### src/rtl/cpu_types_pkg.sv
// cpu_types_pkg: shared types for the cache/memory side of the CPU.
//   word_t          32-bit data word
//   memctl_state_t  memory controller FSM states
//   memport_t       identifies the icache or dcache port
package cpu_types_pkg;

    localparam int WORD_W = 32;

    typedef logic [WORD_W-1:0] word_t;

    typedef enum logic [1:0] {
        IDLE,
        BUSY_I,
        BUSY_D
    } memctl_state_t;

    typedef enum logic {
        MP_I,
        MP_D
    } memport_t;

endpackage

### src/rtl/cache_mem_ctrl_if.sv
// cache_mem_ctrl_if: groups the icache, dcache and RAM signals that meet at
// the memory controller.
//   icache : iREN, iaddr -> ; <- iwait, iload
//   dcache : dREN, dWEN, daddr, dstore -> ; <- dwait, dload
//   RAM    : <- ram_ren, ram_wen, ram_addr, ram_store ; ram_load ->
// Modports:
//   slave  - the memory controller
//   master - caches and RAM model together (the controller's environment)
interface cache_mem_ctrl_if #(
    parameter int ADDR_W = 32
);
    import cpu_types_pkg::*;

    logic              iREN;
    logic [ADDR_W-1:0] iaddr;
    logic              iwait;
    word_t             iload;

    logic              dREN;
    logic              dWEN;
    logic [ADDR_W-1:0] daddr;
    word_t             dstore;
    logic              dwait;
    word_t             dload;

    logic              ram_ren;
    logic              ram_wen;
    logic [ADDR_W-1:0] ram_addr;
    word_t             ram_store;
    word_t             ram_load;

    modport slave (
        input  iREN, iaddr, dREN, dWEN, daddr, dstore, ram_load,
        output iwait, iload, dwait, dload, ram_ren, ram_wen, ram_addr, ram_store
    );

    modport master (
        output iREN, iaddr, dREN, dWEN, daddr, dstore, ram_load,
        input  iwait, iload, dwait, dload, ram_ren, ram_wen, ram_addr, ram_store
    );

endinterface

### src/rtl/mem_rr_arbiter.sv
// mem_rr_arbiter: combinational two-way round-robin choice between the
// icache and dcache ports.
//   req_i       icache is requesting
//   req_d       dcache is requesting
//   last_served port that completed most recently (held by the parent)
//   grant       winning port; only meaningful when req_i or req_d is set
module mem_rr_arbiter
    import cpu_types_pkg::*;
(
    input  logic     req_i,
    input  logic     req_d,
    input  memport_t last_served,
    output memport_t grant
);

    always_comb begin
        grant = MP_I;
        if (req_i && req_d) begin
            grant = (last_served == MP_I) ? MP_D : MP_I;
        end else if (req_d) begin
            grant = MP_D;
        end
    end

endmodule

### src/rtl/cache_mem_ctrl.sv
// cache_mem_ctrl: memory-side responder for the icache and dcache. Serves one
// transfer at a time on a synchronous-read word RAM with a fixed latency of
// LAT cycles from grant to completion.
//   CLK  rising-edge clock
//   RST  synchronous active-high reset
//   bus  cache/RAM signals (slave modport of cache_mem_ctrl_if)
// The wait outputs drop for exactly the completion cycle; load data is valid
// in that cycle only. Writes reach the RAM only in the completion cycle, so an
// abandoned or reset transfer never commits.
module cache_mem_ctrl
    import cpu_types_pkg::*;
#(
    parameter int LAT    = 2,
    parameter int ADDR_W = 32
) (
    input logic             CLK,
    input logic             RST,
    cache_mem_ctrl_if.slave bus
);

    localparam int                CNT_W   = $clog2(LAT + 1);
    localparam logic [CNT_W-1:0]  CNT_MAX = CNT_W'(LAT);

    memctl_state_t     state, state_n;
    logic [CNT_W-1:0]  cnt, cnt_n;
    memport_t          last_served, last_served_n;
    logic [ADDR_W-1:0] lat_addr, lat_addr_n;
    word_t             lat_store, lat_store_n;
    logic              lat_write, lat_write_n;

    logic              req_d;
    logic              busy_active;
    memport_t          grant;

    function automatic logic [ADDR_W-1:0] word_addr(input logic [ADDR_W-1:0] a);
        return a & ~ADDR_W'(3);
    endfunction

    // dREN+dWEN together is illegal on the bus; dWEN takes precedence.
    assign req_d = bus.dREN | bus.dWEN;

    mem_rr_arbiter u_arb (
        .req_i       (bus.iREN),
        .req_d       (req_d),
        .last_served (last_served),
        .grant       (grant)
    );

    always_ff @(posedge CLK) begin
        if (RST) begin
            state       <= IDLE;
            cnt         <= '0;
            last_served <= MP_I;
            lat_addr    <= '0;
            lat_store   <= '0;
            lat_write   <= 1'b0;
        end else begin
            state       <= state_n;
            cnt         <= cnt_n;
            last_served <= last_served_n;
            lat_addr    <= lat_addr_n;
            lat_store   <= lat_store_n;
            lat_write   <= lat_write_n;
        end
    end

    always_comb begin
        state_n       = state;
        cnt_n         = cnt;
        last_served_n = last_served;
        lat_addr_n    = lat_addr;
        lat_store_n   = lat_store;
        lat_write_n   = lat_write;
        busy_active   = 1'b0;

        bus.iwait     = 1'b1;
        bus.dwait     = 1'b1;
        bus.iload     = '0;
        bus.dload     = '0;
        bus.ram_ren   = 1'b0;
        bus.ram_wen   = 1'b0;
        bus.ram_addr  = '0;
        bus.ram_store = '0;

        case (state)
            IDLE: begin
                if (bus.iREN || req_d) begin
                    if (grant == MP_I) begin
                        state_n     = BUSY_I;
                        lat_addr_n  = word_addr(bus.iaddr);
                        lat_store_n = '0;
                        lat_write_n = 1'b0;
                    end else begin
                        state_n     = BUSY_D;
                        lat_addr_n  = word_addr(bus.daddr);
                        lat_store_n = bus.dstore;
                        lat_write_n = bus.dWEN;
                    end
                    cnt_n = CNT_W'(1);
                    // Reads start in the grant cycle so the registered RAM
                    // data lines up with completion at grant + LAT.
                    if (!lat_write_n) begin
                        bus.ram_ren  = 1'b1;
                        bus.ram_addr = lat_addr_n;
                    end
                end
            end

            BUSY_I, BUSY_D: begin
                busy_active = (state == BUSY_I) ? bus.iREN : req_d;
                if (!busy_active) begin
                    // Requester gave up: drop the transfer silently.
                    state_n = IDLE;
                    cnt_n   = '0;
                end else if (cnt == CNT_MAX) begin
                    state_n       = IDLE;
                    cnt_n         = '0;
                    last_served_n = (state == BUSY_I) ? MP_I : MP_D;
                    if (state == BUSY_I) begin
                        bus.iwait = 1'b0;
                        bus.iload = bus.ram_load;
                    end else begin
                        bus.dwait = 1'b0;
                        bus.dload = bus.ram_load;
                    end
                    if (lat_write) begin
                        bus.ram_wen   = 1'b1;
                        bus.ram_addr  = lat_addr;
                        bus.ram_store = lat_store;
                    end
                end else begin
                    cnt_n = cnt + CNT_W'(1);
                    if (!lat_write) begin
                        bus.ram_ren  = 1'b1;
                        bus.ram_addr = lat_addr;
                    end
                end
            end

            default: begin
                state_n = IDLE;
                cnt_n   = '0;
            end
        endcase

        // Outputs read as their reset values while RST is held, even though
        // the registered state only clears at the next edge.
        if (RST) begin
            bus.iwait     = 1'b1;
            bus.dwait     = 1'b1;
            bus.iload     = '0;
            bus.dload     = '0;
            bus.ram_ren   = 1'b0;
            bus.ram_wen   = 1'b0;
            bus.ram_addr  = '0;
            bus.ram_store = '0;
        end
    end

endmodule
### src/flat_wrapper.sv
// flat-port wrapper written by rule: the top's interface ports become plain ports
module cache_mem_ctrl_flat import cpu_types_pkg::*;
#(
    parameter int LAT    = 2,
    parameter int ADDR_W = 32
)
  (CLK, RST, bus_iREN, bus_iaddr, bus_dREN, bus_dWEN, bus_daddr, bus_dstore, bus_ram_load, bus_iwait, bus_iload, bus_dwait, bus_dload, bus_ram_ren, bus_ram_wen, bus_ram_addr, bus_ram_store);
  cache_mem_ctrl_if #(.ADDR_W(ADDR_W)) bus_i ();
  input logic CLK;
  input logic RST;
  input wire logic [$bits(bus_i.iREN)-1:0] bus_iREN;
  input wire logic [$bits(bus_i.iaddr)-1:0] bus_iaddr;
  input wire logic [$bits(bus_i.dREN)-1:0] bus_dREN;
  input wire logic [$bits(bus_i.dWEN)-1:0] bus_dWEN;
  input wire logic [$bits(bus_i.daddr)-1:0] bus_daddr;
  input wire logic [$bits(bus_i.dstore)-1:0] bus_dstore;
  input wire logic [$bits(bus_i.ram_load)-1:0] bus_ram_load;
  output wire logic [$bits(bus_i.iwait)-1:0] bus_iwait;
  output wire logic [$bits(bus_i.iload)-1:0] bus_iload;
  output wire logic [$bits(bus_i.dwait)-1:0] bus_dwait;
  output wire logic [$bits(bus_i.dload)-1:0] bus_dload;
  output wire logic [$bits(bus_i.ram_ren)-1:0] bus_ram_ren;
  output wire logic [$bits(bus_i.ram_wen)-1:0] bus_ram_wen;
  output wire logic [$bits(bus_i.ram_addr)-1:0] bus_ram_addr;
  output wire logic [$bits(bus_i.ram_store)-1:0] bus_ram_store;
  assign bus_i.iREN = bus_iREN;
  assign bus_i.iaddr = bus_iaddr;
  assign bus_i.dREN = bus_dREN;
  assign bus_i.dWEN = bus_dWEN;
  assign bus_i.daddr = bus_daddr;
  assign bus_i.dstore = bus_dstore;
  assign bus_i.ram_load = bus_ram_load;
  assign bus_iwait = bus_i.iwait;
  assign bus_iload = bus_i.iload;
  assign bus_dwait = bus_i.dwait;
  assign bus_dload = bus_i.dload;
  assign bus_ram_ren = bus_i.ram_ren;
  assign bus_ram_wen = bus_i.ram_wen;
  assign bus_ram_addr = bus_i.ram_addr;
  assign bus_ram_store = bus_i.ram_store;
  cache_mem_ctrl #(.LAT(LAT), .ADDR_W(ADDR_W)) u_core (.CLK(CLK), .RST(RST), .bus(bus_i));
endmodule
### config.mk
export PLATFORM = sky130hd
export DESIGN_NAME = cache_mem_ctrl_flat
export DESIGN_NICKNAME = d
export VERILOG_FILES = /design/src/rtl/cpu_types_pkg.sv /design/src/rtl/cache_mem_ctrl_if.sv /design/src/rtl/mem_rr_arbiter.sv /design/src/rtl/cache_mem_ctrl.sv /design/src/flat_wrapper.sv
export SDC_FILE = /design/constraint.sdc
export NUM_CORES = 1
export LEC_CHECK = 0
export BUFFER_PORTS_ARGS = -buffer_cell sky130_fd_sc_hd__buf_4
export CAP_MARGIN = 20
export CORE_MARGIN = 4
export CORE_UTILIZATION = 23
export CTS_CLUSTER_DIAMETER = 50
export DETAILED_ROUTE_END_ITERATION = 10
export GPL_TIMING_DRIVEN = 0
export MAX_ROUTING_LAYER = met4
export PLACE_DENSITY = 0.45
export SYNTH_ARGS = -nofsm -noshare
export SYNTH_HDL_FRONTEND = slang
export SYNTH_SLANG_ARGS = --single-unit
export TNS_END_PERCENT = 30
### constraint.sdc
create_clock -name CLK -period 2.3 [get_ports CLK]
set_input_delay 0.46 -clock CLK [delete_from_list [all_inputs] [get_ports CLK]]
set_output_delay 0.46 -clock CLK [all_outputs]
set_load 0.02 [all_outputs]
# Word-level counts from Yosys, hierarchy flattened
# Cells that the tools add are included.
word_totals:
  register_bits: 70
  in_bits: 133
  word_cells: 83
  out_inout_bits: 132
op_classes:
  n_eq_ne: 5
  muxes: 63
  n_bitwise: 1
  reduce_logical: 7
  n_addsub: 1
op_table:
  columns: ["op", "n"]
  rows:
  - ["32-bit two-way mux", 24]
  - ["32-bit case mux with 2 select lines", 1]
  - ["1-bit two-way mux", 28]
  - ["2-bit two-way mux", 7]
  - ["2-bit case mux with 2 select lines", 2]
  - ["2-bit == test, second input constant", 2]
  - ["2-bit AND reduction", 2]
  - ["3-bit inequality test, second input constant", 1]
  - ["3-bit AND reduction", 1]
  - ["2-bit by 1-bit adder with 2-bit output, second input constant", 1]
  - ["2-bit by 1-bit == test with 1-bit output, second input constant", 1]
  - ["2-bit zero test", 1]
  - ["2-bit by 1-bit inequality test with 1-bit output, second input constant", 1]
  - ["1-bit case mux with 2 select lines", 1]
  - ["2-bit OR reduction", 1]
  - ["1-bit logical AND", 1]
  - ["1-bit logical OR", 1]
  - ["1-bit OR", 1]

# Depth between registers and ports, before layout
# Gate-level depths: netlist (run 1).
depth:
  word_depth: 10
  depth_mapped: 8
  ltp_nobuf: 6

# By module
# A second synthesis (run 1) with hierarchy kept.
unflattened:
  cells_unflattened: 542
  area_unflattened_um2: 4129.0
modules_own_cells:
  columns: ["mod", "n_inst", "area_each_um2", "cells_per_inst"]
  rows:
  - ["cache_mem_ctrl", 1, 4117.7, 541]
  - ["mem_rr_arbiter", 1, 11.3, 1]

# Worst setup path before layout (run 1)
# OpenSTA, ideal clock, no wires.
synth_path:
  kind: "register to output"
  startpoint: "register u_core.state[1]"
  endpoint: "output bus_ram_addr[10]"
  path_buffers: 2
  setup_slack_ns: 0.164
  stages_incl_launch_ff: 9
  t_required_ns: 1.840
  arrival_time_ns: 1.676
  cell_sequence: "dfxtp_1 inv_1 ha_1 or3_4 and3_4 buf_6 buf_8 a32oi_1 nor2_1"
synth_via:
  elab_chain_len: 5
synth_rtl:
  columns: ["item", "line", "source"]
  rows:
  - ["from (decl)", "cache_mem_ctrl.sv:24", "memctl_state_t state, state_n;"]
  - ["from (signal assigned)", "cache_mem_ctrl.sv:58", "state <= state_n;"]
  - ["2-bit by 1-bit == test with 1-bit output", "cache_mem_ctrl.sv:85, cache_mem_ctrl.sv:110", null]
  - ["1-bit two-way mux", "cache_mem_ctrl.sv:110", "busy_active = (state == BUSY_I) ? bus.iREN : req_d;"]
  - ["32-bit two-way mux", "cache_mem_ctrl.sv:111", "if (!busy_active) begin"]
  - ["32-bit case mux with 2 select lines (*)", "cache_mem_ctrl.sv:85", "case (state)"]
  - ["32-bit two-way mux (*)", "cache_mem_ctrl.sv:148", "if (RST) begin"]
  - ["to (decl)", "flat_wrapper.sv:24", "output wire logic [$bits(bus_i.ram_addr)-1:0] bus_ram_addr;"]
# Mark *: on every way between the ends. The rest lies on a longest branch, timed or not.

# Final worst setup path (run 1)
layout_path:
  startpoint: "register u_core.state[1]"
  endpoint: "output bus_ram_addr[28]"
# The elaborated chain is that of the path after synthesis.

==> flow_summary.ini, run 1 <==
[die]
fp-row-count = 48
dieHeight_um = 140.7
pin_count = 265
core_sq_um = 17300
start_util_pct = 23.42
dieArea_sq_um = 19800
die_w_um = 140.7

[global_route]
grt-ovfl-total = 0
grt_usage_pct = 15.78
grt_pass1_wl_um = 24800
grt_antenna_before_repair = 0
grt_max_degree = 13
grt_pass1_vias = 4533

[drt]
wl_per_cell_um = 15.72
ant_nets = 0
first_pass_iters = 8
drtIter0Drc = 250
via_per_inst = 4.606
vias = 4680
routed_wl_um = 15970
drc = 0

[setup_path]
path_cells = inv_2 -> ha_4 -> or3_4 -> and3_4 -> buf_8 -> a32oi_1 -> nor2_1 -> buf_4
required_ns = 1.84
cp_slowest_cell = or3_4
crit_fanout = 10
cp.arrival_ns = 2.08
reg2reg_depth = 6
crit_buf_inv = 3
critPathMaxStageDelay_ns = 0.40
r2r_end = u_core.lat_addr[3]$_SDFFE_PP0P_
r2r_start = u_core.state[0]$_SDFFE_PP0P_
critPathLaunchType = flip-flop
criticalPathCategory = reg -> out
crit_family = simple AND/OR/NAND/NOR gates
rrSetupSlack_ns = 0.43
worstSetupEndpointType = output pin

[cells_and_area]
post-route-util_pct = 40.95
drive_gt1_share_pct = 45.26
area_growth_pct = 74.88
final_net_count = 922
antennaDiodeCount = 0

[timing]
tightest_slew_ns = 0.6301
hold_viol_final = 0
timing.fmax_mhz = 393.2
rsz0062_at_grt = yes
slew_headroom_pct = 58.00
fin_ws_ns = -0.2431
finalClockSkew_ns = 0.006925
fin_crit_ns = 2.543
fin_crit_sh_pct = 110.6
drv_slew = 0
hold_slack_ns = 0.3636
setup_viol = 130

[synth]
synth_area_leaders = dfxtp_1, and2_1, nor2_1, mux2_1, a32oi_1
netlist_area_sq_um = 4050
synth.area.mux_share_pct = 8.341
synth-compound-area-share_pct = 14.92
yosysMostFrequentCell = nor2_1
ys.flop_type = dfxtp_1
ys_top_cells_by_count = nor2_1, and2_1, dfxtp_1
synth_top_family_by_area = simple AND/OR/NAND/NOR gates
synth_xor_area_share_pct = 0.2162
yosysSeqAreaShare_pct = 33.61
synth_adder_area_share_pct = 0.9268
ys_ff_latch = 68
synth-simple-area-share_pct = 34.66
synth.distinct_cells = 38
syn_area_per_cell_sq_um = 8.004
synthArstFlopShare_pct = 0
yosys_warnings = 0
yosysTopAreaCell = dfxtp_1
synth_edf_count = 0
synth_top_cell_area_share_pct = 33.61
synthCells = 506

[run_status]
violations = negative setup slack
status = finished with violations

[cts]
hold_buffers = 0
clock_sinks = 68
clk_pin_slew_ns = 0.06
root_buffer = clkbuf_16
cts_max_level = 3
numCtsBuffers = 9
clk_path_buf_depth = 2
clock_latency_ns = 0.33
cts_tree = done

[worst_hold_path]
holdPathStages = 3
whs_endpoint = u_core.lat_store[29]$_SDFFE_PP0P_
hold_path.class = in -> reg
min_from = bus_dstore[29]

[power_and_ir_drop]
powerDensity_nw_per_um2 = 629.6
p_leak_nw = 3.303
ir_drop_uv = 428.3
p_total_mw = 4.460

[place]
place_congestion = 0.8973
dpl.hpwl_um = 12080
pre_cts_ws_ns = -0.3501
portBuffers = 257

[job]
max_cap_violations = 0
cells by family (layout without fill, tap and decap cells):
kind of cell,after synthesis,count (layout)
AO/OA/AOI/OAI,73,73
XOR/XNOR,1,1
adder cells (fa/ha/maj),3,3
buffers and inverters,55,339
flip-flops,68,68
multiplexers,30,30
other,1,2
AND/OR/NAND/NOR,275,275
report_power, final:
group          total (mW)  internal [mW]  switching (mW)
Combinational        1.47          0.649           0.824
Sequential           1.47           1.37           0.106
Clock                1.51          0.983           0.531
Total                4.46           3.00            1.46
worst reg2reg max path, cell delays in order, from the launching register on:
cell	delay [ns]
dfxtp_4	0.36
inv_1	0.06
ha_2	0.26
nor2b_1	0.40
clkbuf_1	0.46
nor2_1	0.09
nor3_1	0.18
what timing repair did:
| action | 4_1_cts | 5_1_grt |
|---|---|---|
| gates cloned | 1 | 0 |
| resized for setup | 62 | 38 |
| setup buffers | 11 | 1 |
| endpoints found under the setup margin | 130 | 130 |
| pin swaps | 29 | 13 |
metal layers:
metal  up-vias  track usage, %  wire length, um
met2       172           25.03             7774
met3        16           3.562             1036
met1      2194           19.88             6880
li1       2298               -                -
met4         0           5.354              278
met5         -               -                0
area by class of cell:
type	instances	area (sq um)
buffer	47	322.8
clock buffer	11	242.7
clock inverter	5	83.83
fill	1744	10210
inverter	7	26.28
multi-input combinational	384	2569
sequential	68	1366
tap	225	281.5
timing repair buffer	269	2191
through the flow:
| stage | TNS (ns) | area [sq um] | std cells |
|---|---|---|---|
| after CTS | -26.42 | 6913 | 1016 |
| after global routing | -35.32 | 7083 | 1016 |
| after global placement | -14.52 | 6265 | 989 |
| after detailed placement | -16.16 | 6265 | 989 |
| final | -22.88 | 7083 | 1016 |
| after floorplan | 0 | 4054 | 507 |
flip-flops by register name, indices dropped and copies added, names as in the netlist:
signal / count
u_core.state: 2
u_core.lat_addr: 30
u_core.lat_write: 1
u_core.cnt: 2
u_core.last_served: 1
u_core.lat_store: 32
placed cells by master, fill, tap and decap left out, types with 4 or more instances in the layout:
cell and n:
and2_4 16, nor2_1 125, nand2_1 5, a32oi_1 19, dfxtp_1 66, mux2_1 28, buf_6 45, clkbuf_1 18
and2_1 81, nand3_1 4, buf_2 9, clkbuf_16 9, nor3_1 32, buf_8 4, a32oi_2 11, buf_4 238
inv_1 6, a22oi_1 32
worst max path at each step:
stage | cells past startpoint | end | slack, ns | from
after floorplan | 8 | bus_ram_addr[10] | 0.16 | u_core.state[1]$_SDFFE_PP0P_
after global placement | 7 | bus_ram_addr[21] | -0.36 | bus_iREN
after detailed placement | 7 | bus_ram_addr[21] | -0.35 | bus_iREN
after CTS | 8 | bus_ram_addr[26] | -0.25 | u_core.state[1]$_SDFFE_PP0P_
after global routing | 8 | bus_ram_addr[14] | -0.34 | u_core.state[1]$_SDFFE_PP0P_
final | 8 | bus_ram_addr[28] | -0.24 | u_core.state[1]$_SDFFE_PP0P_
Power figures use the tool's default switching activity.
==> run 2, diff against run 1 <==
- REMOVE_ABC_BUFFERS: unset -> 1
==> run 2 against run 1 <==
  * Sequential share of layout area is 0.97 points lower
  * Count of clock-buffer cells in the layout did not move
  * Clock skew down 0.00074 ns
  * Critical endpoint is now bus_ram_store[17]
  * Via count rose by 0.17%
  * Wire length grew 3.8%
  * Setup slack worse by 0.017 ns
  * Total power decreased by 2.9%
  * Register-to-register slack improved by 0.02 ns
  * Sequential power about the same
  * Largest power group is now combinational cells
  * The run still ends with negative setup slack left
  * Core utilization grew 2.2 points
==> flow_summary.ini, run 2 (same netlist as run 1, synthesis figures left out) <==
[global_route]
grt_pass1_wl_um = 25360
grt_max_degree = 73
grt-ovfl-total = 0
grt_pass1_vias = 4663
grt_usage_pct = 16.30
grt_antenna_before_repair = 0

[cells_and_area]
area_growth_pct = 84.31
fin_cells = 992
antennaDiodeCount = 0
final_common_cell = buf_4
layout_common_cells = buf_4, nor2_1, buf_6
drive_gt1_share_pct = 53.46
regMostFlops = u_core.lat_store
final_net_count = 901
largest_reg_flops = 32
largestRegisters = u_core.lat_store x32, u_core.lat_addr x30

[cts]
numCtsBuffers = 9
cts_tree = done
clock_latency_ns = 0.33
clk_path_buf_depth = 2
clk_pin_slew_ns = 0.06
cts_max_level = 3
clock_sinks = 68
root_buffer = clkbuf_16

[timing]
fin_crit_sh_pct = 111.3
drv_slew = 0
timing.fmax_mhz = 390.7
rsz0062_at_grt = yes
tightest_slew_ns = 0.7815
setup_viol = 130
setup_tns_ns = -23.02
fin_crit_ns = 2.560
hold_viol_final = 0
fin_ws_ns = -0.2598
slew_headroom_pct = 47.66
finalClockSkew_ns = 0.006187

[setup_path]
required_ns = 1.84
crit_fanout = 7
reg2reg_depth = 6
criticalPathCategory = reg -> out
worstSetupEndpointType = output pin
cp.arrival_ns = 2.10
critPathLaunchType = flip-flop

[die]
dieArea_sq_um = 19800
start_util_pct = 23.42
pin_count = 265
die_w_um = 140.7
fp-row-count = 48
core_sq_um = 17300
dieHeight_um = 140.7

[drt]
drc = 0
ant_nets = 0
wl_per_cell_um = 16.71
first_pass_iters = 4
via_per_inst = 4.726
vias = 4688
routed_wl_um = 16580
drtIter0Drc = 259

[power_and_ir_drop]
p_leak_nw = 3.430
powerDensity_nw_per_um2 = 580.4
ir_drop_uv = 307.3

[place]
dpl.hpwl_um = 10960
dp.cells = 951
portBuffers = 258
place_congestion = 0.9421

[run_status]
status = finished with violations
violations = negative setup slack

[job]
max_cap_violations = 0

[worst_hold_path]
holdPathStages = 3
hold_path.class = in -> reg
-- run 2: worst max-delay path, cell delays in order, from the launching register on --
cell and delay [ns]:
dfxtp_2 0.35, inv_4 0.05, ha_4 0.17, or3_4 0.36, nand4_4 0.09, buf_12 0.15, nor3b_4 0.05, buf_6 0.15
buf_12 0.13, and2_4 0.14, buf_6 0.12
-- run 2: area by class of cell --
class,instances,area (sq um)
timing repair buffer,290,2731
inverter,7,28.78
tap,225,281.5
sequential,68,1368
clock inverter,2,12.51
multi-input combinational,389,2790
fill,1721,9832
clock buffer,11,252.7
-- run 2: final timing paths --
| kind | startpoint | endpoint | slack (ns) |
|---|---|---|---|
| hold / removal | bus_dstore[20] | u_core.lat_store[20]$_SDFFE_PP0P_ | 0.37 |
| setup reg to reg | u_core.state[0]$_SDFFE_PP0P_ | u_core.state[1]$_SDFFE_PP0P_ | 0.45 |
| hold reg to reg | u_core.lat_addr[11]$_SDFFE_PP0P_ | u_core.lat_addr[11]$_SDFFE_PP0P_ | 0.49 |
| setup / recovery | u_core.state[1]$_SDFFE_PP0P_ | bus_ram_store[17] | -0.26 |
-- run 2: through the flow --
step	setup WS (ns)	util, %	power, mW	cell area, sq um	hold WS [ns]
floorplan	-1.124	-	2.207	3787	0.4550
global placement	-3.448	34.72	2.737	6006	0.4820
detailed placement	-0.8257	35.92	2.899	6212	0.4893
CTS	-0.2706	41.10	4.328	7109	0.3541
global route	-0.3181	43.16	4.588	7465	0.3678
finish	-0.2598	43.16	4.332	7465	0.3663
-- run 2: repair_timing --
action / CTS / global route
hold buffers: 0 / 0
pin swaps: 44 / 62
setup buffers: 18 / 5
gates resized for setup: 99 / 104
endpoints found under the setup margin: 130 / 130
gates cloned: 5 / 2
-- run 2: where the power goes --
| part | switching, mW | internal (mW) |
|---|---|---|
| registers | 0.117 | 1.37 |
| logic | 0.856 | 0.725 |
| clock network | 0.499 | 0.768 |
| total | 1.47 | 2.86 |
-- run 2: layer usage --
layer	vias to the layer above	track usage (%)	wire [um]
met3	27	3.562	1350
li1	2252	-	-
met5	-	-	0
met2	226	27.37	8235
met1	2183	19.33	6570
met4	0	5.609	420
==> run 3, diff against run 2 <==
- MAX_ROUTING_LAYER: met4 -> unset
- RECOVER_POWER: unset -> 50
==> run 3 against run 2 <==
  * Sequential share of layout area hardly changed
  * Combinational power barely moved
  * Count of clock-buffer cells in the layout did not move
  * The flow still finishes with violations (negative setup slack)
  * Critical endpoint unchanged
  * Via count fell by 0.19%
==> flow_summary.ini, run 3 (same netlist as run 1, synthesis figures left out) <==
[job]
max_cap_violations = 0

[die]
core_sq_um = 17300
start_util_pct = 23.42
die_w_um = 140.7
dieHeight_um = 140.7
pin_count = 265
dieArea_sq_um = 19800
fp-row-count = 48

[cts]
numCtsBuffers = 9
clk_pin_slew_ns = 0.06
root_buffer = clkbuf_16
clk_path_buf_depth = 2
clock_latency_ns = 0.33
cts_tree = done
clock_sinks = 68
cts_max_level = 3

[cells_and_area]
largest_reg_flops = 32
post-route-util_pct = 43.20
antennaDiodeCount = 0
area_growth_pct = 84.49
design_area_sq_um = 7472
final_common_cell = buf_4
fin_cells = 992
fillCellCount = 1720
drive_gt1_share_pct = 53.46
regMostFlops = u_core.lat_store
layout_common_cells = buf_4, nor2_1, buf_6
largestRegisters = u_core.lat_store x32, u_core.lat_addr x30
final_net_count = 901

[drt]
drc = 0
vias = 4679
routed_wl_um = 16580
wl_per_cell_um = 16.72
first_pass_iters = 4
drtIter0Drc = 296
via_per_inst = 4.717
ant_nets = 0

[power_and_ir_drop]
p_total_mw = 4.336
ir_drop_uv = 305.6
p_leak_nw = 3.433
powerDensity_nw_per_um2 = 580.2

[timing]
timing.fmax_mhz = 391.0
fin_crit_sh_pct = 111.2
setup_viol = 130
slew_headroom_pct = 46.46
fin_ws_ns = -0.2578
tightest_slew_ns = 0.7995
hold_slack_ns = 0.3678
rsz0062_at_grt = yes
finalClockSkew_ns = 0.007042
fin_crit_ns = 2.558
setup_tns_ns = -22.73
drv_slew = 0
hold_viol_final = 0

[global_route]
grt_pass1_vias = 4678
grt_usage_pct = 15.83
grt-ovfl-total = 0
grt_pass1_wl_um = 25370
grt_max_degree = 73
grt_antenna_before_repair = 0

[worst_hold_path]
min_from = bus_dstore[20]
hold_path.class = in -> reg

[place]
pre_cts_ws_ns = -0.8257
dp.cells = 951
place_congestion = 0.9258
portBuffers = 258
dpl.hpwl_um = 10960
postPlaceCellArea_sq_um = 6212

[setup_path]
required_ns = 1.84
r2r_start = u_core.state[0]$_SDFFE_PP0P_
crit_fanout = 7
cp_slowest_cell = or3_4
cp.arrival_ns = 2.10
critPathLaunch = u_core.state[1]$_SDFFE_PP0P_
path_cells = inv_4 -> ha_4 -> or3_4 -> nand4_4 -> buf_12 -> nor3b_4 -> buf_6 -> buf_12 -> and2_4 -> buf_6
critPathLaunchType = flip-flop
critPathMaxStageDelay_ns = 0.36
worstSetupEndpointType = output pin
criticalPathCategory = reg -> out

[run_status]
violations = negative setup slack
status = finished with violations
==> run 3: cell counts in the layout (fill, tap and decap cells not counted) <==
Identical to the previous run, type by type.
==> run 3: critical path: cells and delay by family, from the launching register on <==
kind / cells / cell delay, ns
simple gates: 4 / 0.64
flops: 1 / 0.35
fa+ha+maj: 1 / 0.17
buf+inv: 5 / 0.60
==> run 3: where the power goes <==
part           switching (mW)  total (mW)  internal [mW]
combinational           0.856        1.59          0.730
clock                   0.498        1.27          0.768
sequential              0.117        1.48           1.37
==> run 3: path summary, 6_finish.rpt <==
kind / end / slack, ns / depth (start not counted)
min reg2reg: u_core.lat_addr[11]$_SDFFE_PP0P_ / 0.49 / 2
max reg2reg: u_core.state[1]$_SDFFE_PP0P_ / 0.45 / 6
max: bus_ram_store[17] / -0.26 / 10
min: u_core.lat_store[20]$_SDFFE_PP0P_ / 0.37 / 3
==> run 3: area by class of cell <==
class | instances | area (sq um) | share of cell area (%)
timing repair buffer | 290 | 2736 | 36.62
tap | 225 | 281.5 | 3.768
inverter | 7 | 31.28 | 0.4186
clock inverter | 2 | 12.51 | 0.1674
clock buffer | 11 | 252.7 | 3.382
multi-input combinational | 389 | 2790 | 37.34
sequential | 68 | 1368 | 18.30
==> run 3: repair_timing <==
action                                  in CTS  in global routing
hold buffers                                 0                  0
pin swaps                                   44                 63
resized for setup                           99                106
gates cloned                                 5                  2
endpoints found under the setup margin     130                130
buffers inserted                            18                  5
==> run 3: routing by layer <==
layer	vias up	track usage, %	part of all wire, %
met4	0	5.609	2.3
met5	-	0	0
met3	22	4.274	8.6
met1	2192	18.79	39
li1	2253	-	-
met2	212	27.44	50
